==> src/rtl/addsub_arb.sv <==
// addsub_arb: two requesters share a single registered add/sub unit.
// A round-robin arbiter picks one request per IDLE cycle, captures that
// requester's operands and runs the operation IDLE -> GRANT -> RESP.
//
// Ports:
//   clk_i              rising-edge clock
//   reset_i            asynchronous, active-high reset
//   req0_i / req1_i    operation request from requester 0 / 1
//   a0_i, b0_i         requester 0 operands (WIDTH bits)
//   a1_i, b1_i         requester 1 operands (WIDTH bits)
//   mode0_i / mode1_i  0 = A+B, 1 = A-B
//   gnt0_o / gnt1_o    one-cycle grant pulse, operands captured
//   valid0_o/valid1_o  one-cycle pulse, result_o/ovf_o belong to requester
//   result_o           registered result, held until next RESP load
//   ovf_o              two's-complement signed overflow of last operation
//   busy_o             high whenever the FSM is not IDLE
module addsub_arb #(
    parameter int unsigned WIDTH = 5
) (
    input  logic             clk_i,
    input  logic             reset_i,
    input  logic             req0_i,
    input  logic             req1_i,
    input  logic [WIDTH-1:0] a0_i,
    input  logic [WIDTH-1:0] b0_i,
    input  logic [WIDTH-1:0] a1_i,
    input  logic [WIDTH-1:0] b1_i,
    input  logic             mode0_i,
    input  logic             mode1_i,
    output logic             gnt0_o,
    output logic             gnt1_o,
    output logic             valid0_o,
    output logic             valid1_o,
    output logic [WIDTH-1:0] result_o,
    output logic             ovf_o,
    output logic             busy_o
);

    localparam logic [1:0] S_IDLE  = 2'd0;
    localparam logic [1:0] S_GRANT = 2'd1;
    localparam logic [1:0] S_RESP  = 2'd2;

    logic [1:0]       r_state;
    logic             r_winner;
    logic             r_last;
    logic [WIDTH-1:0] r_a;
    logic [WIDTH-1:0] r_b;
    logic             r_mode;
    logic [WIDTH-1:0] r_result;
    logic             r_ovf;

    logic             w_any_req;
    logic             w_pick;
    logic [WIDTH-1:0] w_b_eff;
    logic [WIDTH-1:0] w_sum;
    logic             w_ovf;

    // Round robin: a lone request wins; on contention the requester that
    // was not served last wins.
    always_comb begin
        w_any_req = req0_i | req1_i;
        w_pick    = 1'b0;
        if (req0_i && req1_i) begin
            w_pick = ~r_last;
        end else if (req1_i) begin
            w_pick = 1'b1;
        end
    end

    // Single shared adder: subtraction is A + ~B + 1. Overflow occurs when
    // A and the effective B agree in sign but the sum does not.
    always_comb begin
        w_b_eff = r_mode ? ~r_b : r_b;
        w_sum   = r_a + w_b_eff + {{(WIDTH-1){1'b0}}, r_mode};
        w_ovf   = (r_a[WIDTH-1] == w_b_eff[WIDTH-1]) &&
                  (w_sum[WIDTH-1] != r_a[WIDTH-1]);
    end

    always_ff @(posedge clk_i or posedge reset_i) begin
        if (reset_i) begin
            r_state  <= S_IDLE;
            r_winner <= 1'b0;
            r_last   <= 1'b1;
            r_a      <= '0;
            r_b      <= '0;
            r_mode   <= 1'b0;
            r_result <= '0;
            r_ovf    <= 1'b0;
        end else begin
            case (r_state)
                S_IDLE: begin
                    if (w_any_req) begin
                        r_winner <= w_pick;
                        r_last   <= w_pick;
                        r_a      <= w_pick ? a1_i    : a0_i;
                        r_b      <= w_pick ? b1_i    : b0_i;
                        r_mode   <= w_pick ? mode1_i : mode0_i;
                        r_state  <= S_GRANT;
                    end
                end
                S_GRANT: begin
                    r_result <= w_sum;
                    r_ovf    <= w_ovf;
                    r_state  <= S_RESP;
                end
                S_RESP: begin
                    r_state <= S_IDLE;
                end
                default: begin
                    r_state <= S_IDLE;
                end
            endcase
        end
    end

    // Pulses decode directly from registered state so reset clears them
    // without waiting for a clock.
    always_comb begin
        gnt0_o   = (r_state == S_GRANT) && !r_winner;
        gnt1_o   = (r_state == S_GRANT) &&  r_winner;
        valid0_o = (r_state == S_RESP)  && !r_winner;
        valid1_o = (r_state == S_RESP)  &&  r_winner;
        busy_o   = (r_state != S_IDLE);
        result_o = r_result;
        ovf_o    = r_ovf;
    end

endmodule

==> config.mk <==
export PLATFORM = sky130hd
export DESIGN_NAME = addsub_arb
export DESIGN_NICKNAME = d
export VERILOG_FILES = /design/src/rtl/addsub_arb.sv
export SDC_FILE = /design/constraint.sdc
export NUM_CORES = 1
export LEC_CHECK = 0
export BUFFER_PORTS_ARGS = -buffer_cell sky130_fd_sc_hd__buf_2
export CAP_MARGIN = 5
export CORE_UTILIZATION = 53
export CTS_CLUSTER_SIZE = 20
export DETAILED_ROUTE_END_ITERATION = 10
export GPL_TIMING_DRIVEN = 0
export PLACE_DENSITY_LB_ADDON = 0.2
export SLEW_MARGIN = 20
export SYNTH_ARGS = -nofsm -noshare
export SYNTH_HDL_FRONTEND = slang
export SYNTH_SLANG_ARGS = --single-unit
==> constraint.sdc <==
create_clock -name clk_i -period 4.9 [get_ports clk_i]
set_input_delay 0.98 -clock clk_i [delete_from_list [all_inputs] [get_ports clk_i]]
set_output_delay 0.98 -clock clk_i [all_outputs]
set_load 0.02 [all_outputs]
After elaboration in Yosys (flattened, before gate mapping)

Index checks and enable logic that the tools add are counted.

Add/subtract/negate cells: 2
Multiplexer cells: 8
Reduce and logical (&&, ||, !) cells: 10
Bitwise logic cells: 3
Equality and inequality tests: 5

Operator list:

| kind                                           | count |
|---|---|
| two-way mux 5 bit                              | 3 |
| logical AND 1 bit                              | 6 |
| adder 5 x 1 -> 5 bit                           | 1 |
| adder 5 bit                                    | 1 |
| inverter 5 bit                                 | 1 |
| case mux 2 bit (2 select lines)                | 1 |
| two-way mux 1 bit                              | 3 |
| == test 2 x 1 -> 1 bit (second input constant) | 1 |
| == test 2 bit (second input constant)          | 1 |
| zero test 2 bit                                | 1 |
| two-way mux 2 bit                              | 1 |
| != test 2 bit (second input constant)          | 1 |
| AND reduction 2 bit                            | 1 |
| nonzero test 2 bit                             | 1 |
| == test 1 bit                                  | 1 |
| zero test 1 bit                                | 1 |
| != test 1 bit                                  | 1 |
| inverter 1 bit                                 | 1 |
| OR 1 bit                                       | 1 |

Bits of input ports: 26
Logic and storage cells: 36
Register bits after elaboration: 21
Output and inout port bits: 11

Logic depth before layout (Yosys ltp)

Word-level depth: 6
Depth in mapped cells: 6
Mapped depth without buffers: 5

Worst setup path before layout

Ideal clock, no wire load.

Path kind: in2reg
Start point: in req1_i
End point: reg r_a[0]
Cell stages on the path: 4
Arrival time: 2.080 ns
Path buffers: 1
Slack: 2.695 ns
Library setup time: 0.125 ns
Required time: 4.775 ns
Cells stage by stage: a21boi_0 buf_4 mux2_2 mux2_2

Longest elaborated chain between the ends: 3
Elaborated cells between the ends (all ways): 6
Classes of those cells: mux: 3; bitwise: 1; reduce/logical: 2

RTL lines:

| element                                                       | RTL line | source |
|---|---|---|
| start, declared                                               | 23       | `input logic req1_i,` |
| two-way mux 1 bit / logical AND 1 bit (equally long branches) | 65, 63   |  |
| two-way mux 1 bit                                             | 63       | `if (req0_i && req1_i) begin` |
| two-way mux 5 bit                                             | 95       | `r_a <= w_pick ? a1_i : a0_i;` |
| end signal, assigned                                          | 95       |  |
| end, declared                                                 | 46       | `logic [WIDTH-1:0] r_a;` |

Parallel ways exist; a longest one is shown, timed or not.
A chain may end at the register's enable or synchronous reset.

Final worst setup path

Start point: reg r_state[1]
End point: out gnt1_o

Longest elaborated chain between the ends: 2

RTL lines:

| element                | RTL line | source |
|---|---|---|
| start, declared        | 43       | `logic [1:0] r_state;` |
| start signal, assigned | 81       | `r_state <= S_IDLE;` |
| start signal, assigned | 98       | `r_state <= S_GRANT;` |
| start signal, assigned | 104      | `r_state <= S_RESP;` |
| == test 2 x 1 -> 1 bit | 120      | `gnt1_o = (r_state == S_GRANT) && r_winner;` |
| logical AND 1 bit      | 120      |  |
| end, declared          | 31       | `output logic gnt1_o,` |

Every way passes these cells.

==> metrics.md <==
| Metric | Value |
|---|---|
| Most common cell after layout, fill and taps aside | buf_2 |
| Most Crowded Layer GR | met2 |
| Post-DP HPWL | approximately 1700 µm |
| IO Port Bufs | 36 |
| Postcts setup bufs | 0 |
| Die area | approximately 2400 µm² |
| Global Route met3 Usage | 3.74% |
| Fill count | around 160 |
| Antenna Cells | 0 |
| Final min period | around 2.5 ns |
| CTS Buffer Depth | 2 |
| DR iter-0 viols | 8 |
| YS warnings | 0 |
| CTS root buffer | clkbuf_4 |
| Dpl ws | 2.41 ns |
| Final hold vios | 0 |
| Core ar. | roughly 2000 µm² |
| Mapped cell area | around 1200 µm² |
| Crit share post-route | 50.4% |
| Status | complete, no violations |
| Post-synth net total | 130 |
| Crit path required time | roughly 4 ns |
| Standard-cell rows | 16 |
| Most frequent cells in the layout | 37 x buf_2, 21 x mux2_2, 20 x dfrtp_1 |
| GRT Total Usage | 22.2% |
| Synthesis-to-layout area growth | 20.5% |
| IO Pins | 37 |
| Initial antenna violation count | 0 |
| Layout cells sized above 1 | 47.1% |
| Mapped Avg Cell Area | roughly 12 µm² |
| Via count | between 800 and 900 |
| Crit-path max FO | 10 |
| Rel. slew slack | 46.6% |
| Startpoint Class | flip-flop |
| Congestion Overflow GR | 0 |
| Clk slew on worst S/H paths | around 0.13 ns |
| Register bit total from synthesis | 21 |
| Max-Cap Viols | 0 |
| Setup TNS | 0 ns |
| Register area share after synthesis | around 45% |
| Max Clk Rate | 0.405 GHz |
| Fin Clk Skew | ~0.012 ns |
| DRC Markers | 0 |
| Largest net degree at the start of global routing | 22 |
| Post-CTS sizing | 0 |
| Min-Delay Path Class | flip-flop to flip-flop |
| Die Height | 49.2 µm |
| Synth top area share | 42.5% |
| CTS tree | built |
| Measured slew at the worst slew-check pin | 0.800 ns |
| Post-route ant nets | 0 |
| Initial core utilization | roughly three fifths |
| Clk_lat worst skew | 0.33 ns |
| Pwr dens | 752 nW/µm² |
| GPL Wtd Cong | a little under 0.8 |
| DR WL/cell | about 13 µm |
| Die X | between 40 and 50 µm |
| Final worst slack | 2.43 ns |
| Total Routed Length | 2210 µm |
| Clock sink count | 21 |
| RSZ-0062 raised after global routing | false |
| First-pass GRT wire length | about 4000 µm |
| Finished Layout Cells | 167 |
| Post-synth top area cell | dfrtp_1 |
| Setup violators final | 0 |
| Pleak | 0.708 nW |
| Synth unique cells | 33 |
| Nets | between 150 and 200 |
| Via density | between 5 and 6 |
| Hold buffer count at CTS | 0 |
| H-tree Lvls | 1 |
| Worst Path Class, Setup | flip-flop to primary output |
| Critical path endpoint category | primary output |
| Vias in the first global route | around 900 |
| First-pass iteration count of the detailed router | 4 |
| Synth area leaders | dfrtp_1 42%, mux2_2 20%, ha_1 3.2%, dfstp_2 2.2%, nand2_1 2.2% |
| Post-Synthesis Cells | 100 |
| Worst vdd ir | ~0.46 mV |
| Met1 Usage GRT | 28.6% |
| WP data arrival | about 1.5 ns |
| Max-slew violations | 0 |
| Inserted Clock Buffers | 3 |
| Met2 Use GR | 36.8% |
| Placed insts | approximately 160 |
## metal layers
| layer | up-vias | share of wire, % |
|---|---|---|
| met5 | - | 0 |
| met4 | 0 | 1.5 |
| met3 | 3 | 3.3 |
| met2 | 25 | 50 |
| met1 | 410 | 45 |
| li1 | 441 | - |
## synth_stat cells, drive strengths merged
cell type / n
a2111o: 1
a21boi: 1
a21o: 3
a21oi: 1
a221o: 1
a311oi: 1
a31o: 1
a31oi: 2
and3: 1
buf: 3
clkbuf: 1
dfrtp: 20
dfstp: 1
fa: 1
ha: 3
inv: 5
mux2: 21
mux2i: 2
nand2: 7
nand2b: 1
nand3: 1
nand3b: 1
nor2: 5
nor3b: 2
o211ai: 2
o21a: 1
o21ai: 3
or4: 1
xnor2: 3
xnor3: 1
xor2: 3
## state kept, by name (all words and copies together) (netlist names)
| register | count |
|---|---|
| ovf_o | 1 |
| r_a | 5 |
| r_b | 5 |
| r_last | 1 |
| r_mode | 1 |
| r_state | 2 |
| r_winner | 1 |
| result_o | 5 |
## path summary, 6_finish.rpt
kind                       cells past startpoint  slack [ns]           to        start
hold reg to reg                                2        0.48  result_o[1]  result_o[1]
hold / removal                                 2        0.48  result_o[1]  result_o[1]
max in group asynchronous                      2        3.61     r_winner      reset_i
setup reg to reg                               6        2.80  result_o[4]       r_mode
min in group asynchronous                      2        0.78       r_a[4]      reset_i
setup / recovery                               4        2.43       gnt1_o   r_state[1]
## through the flow
stage	hold WS, ns	total power, mW	instance area, µm²	util [%]
CTS	0.488	1.08	1420	70.2
detailed placement	0.458	0.987	1390	68.9
global route	0.510	1.16	1420	70.2
finish	0.480	1.07	1420	70.2
floorplan	0.487	0.836	1180	-
global placement	0.453	0.959	1390	68.9
## area by class of cell
type                            count  area (µm²)  area share, %
Clock buffer                        3        22.5           1.59
Clock inverter                      1        5.00          0.352
Inverter                            5        18.8           1.32
Timing Repair Buffer               36         180           12.7
Buffer                              4        27.5           1.94
Sequential cell                    21         527           37.1
Multi-Input combinational cell     70         606           42.6
Tap cell                           27        33.8           2.38
## critical path: stages, from the launching register on
cell and delay, ns:
dfrtp_1 0.42, nand2b_1 0.18, clkbuf_1 0.33, nor2_1 0.07
buf_2 0.16
## cell families (layout without fill, tap and decap cells)
kind of cell	count (synthesis)	in the layout	synth area share [%]
AOI/OAI and AO/OA	17	17	10.5
xor gates and xnor gates	7	7	6.37
adders and majority gates	4	4	4.88
buffers and inverters	9	49	3.93
DFF	21	21	44.7
muxes	23	23	21.8
and+or+nand+nor	19	19	7.86
## report_power, final
| part | internal (mW) | switching, mW | total [mW] | leakage [nW] |
|---|---|---|---|---|
| Combinational | 0.315 | 0.333 | 0.649 | 0.440 |
| Clock | 0.0307 | 0.0583 | 0.0890 | 0.0177 |
| Sequential | 0.267 | 0.0639 | 0.331 | 0.250 |
Power figures use the tool's default switching activity.
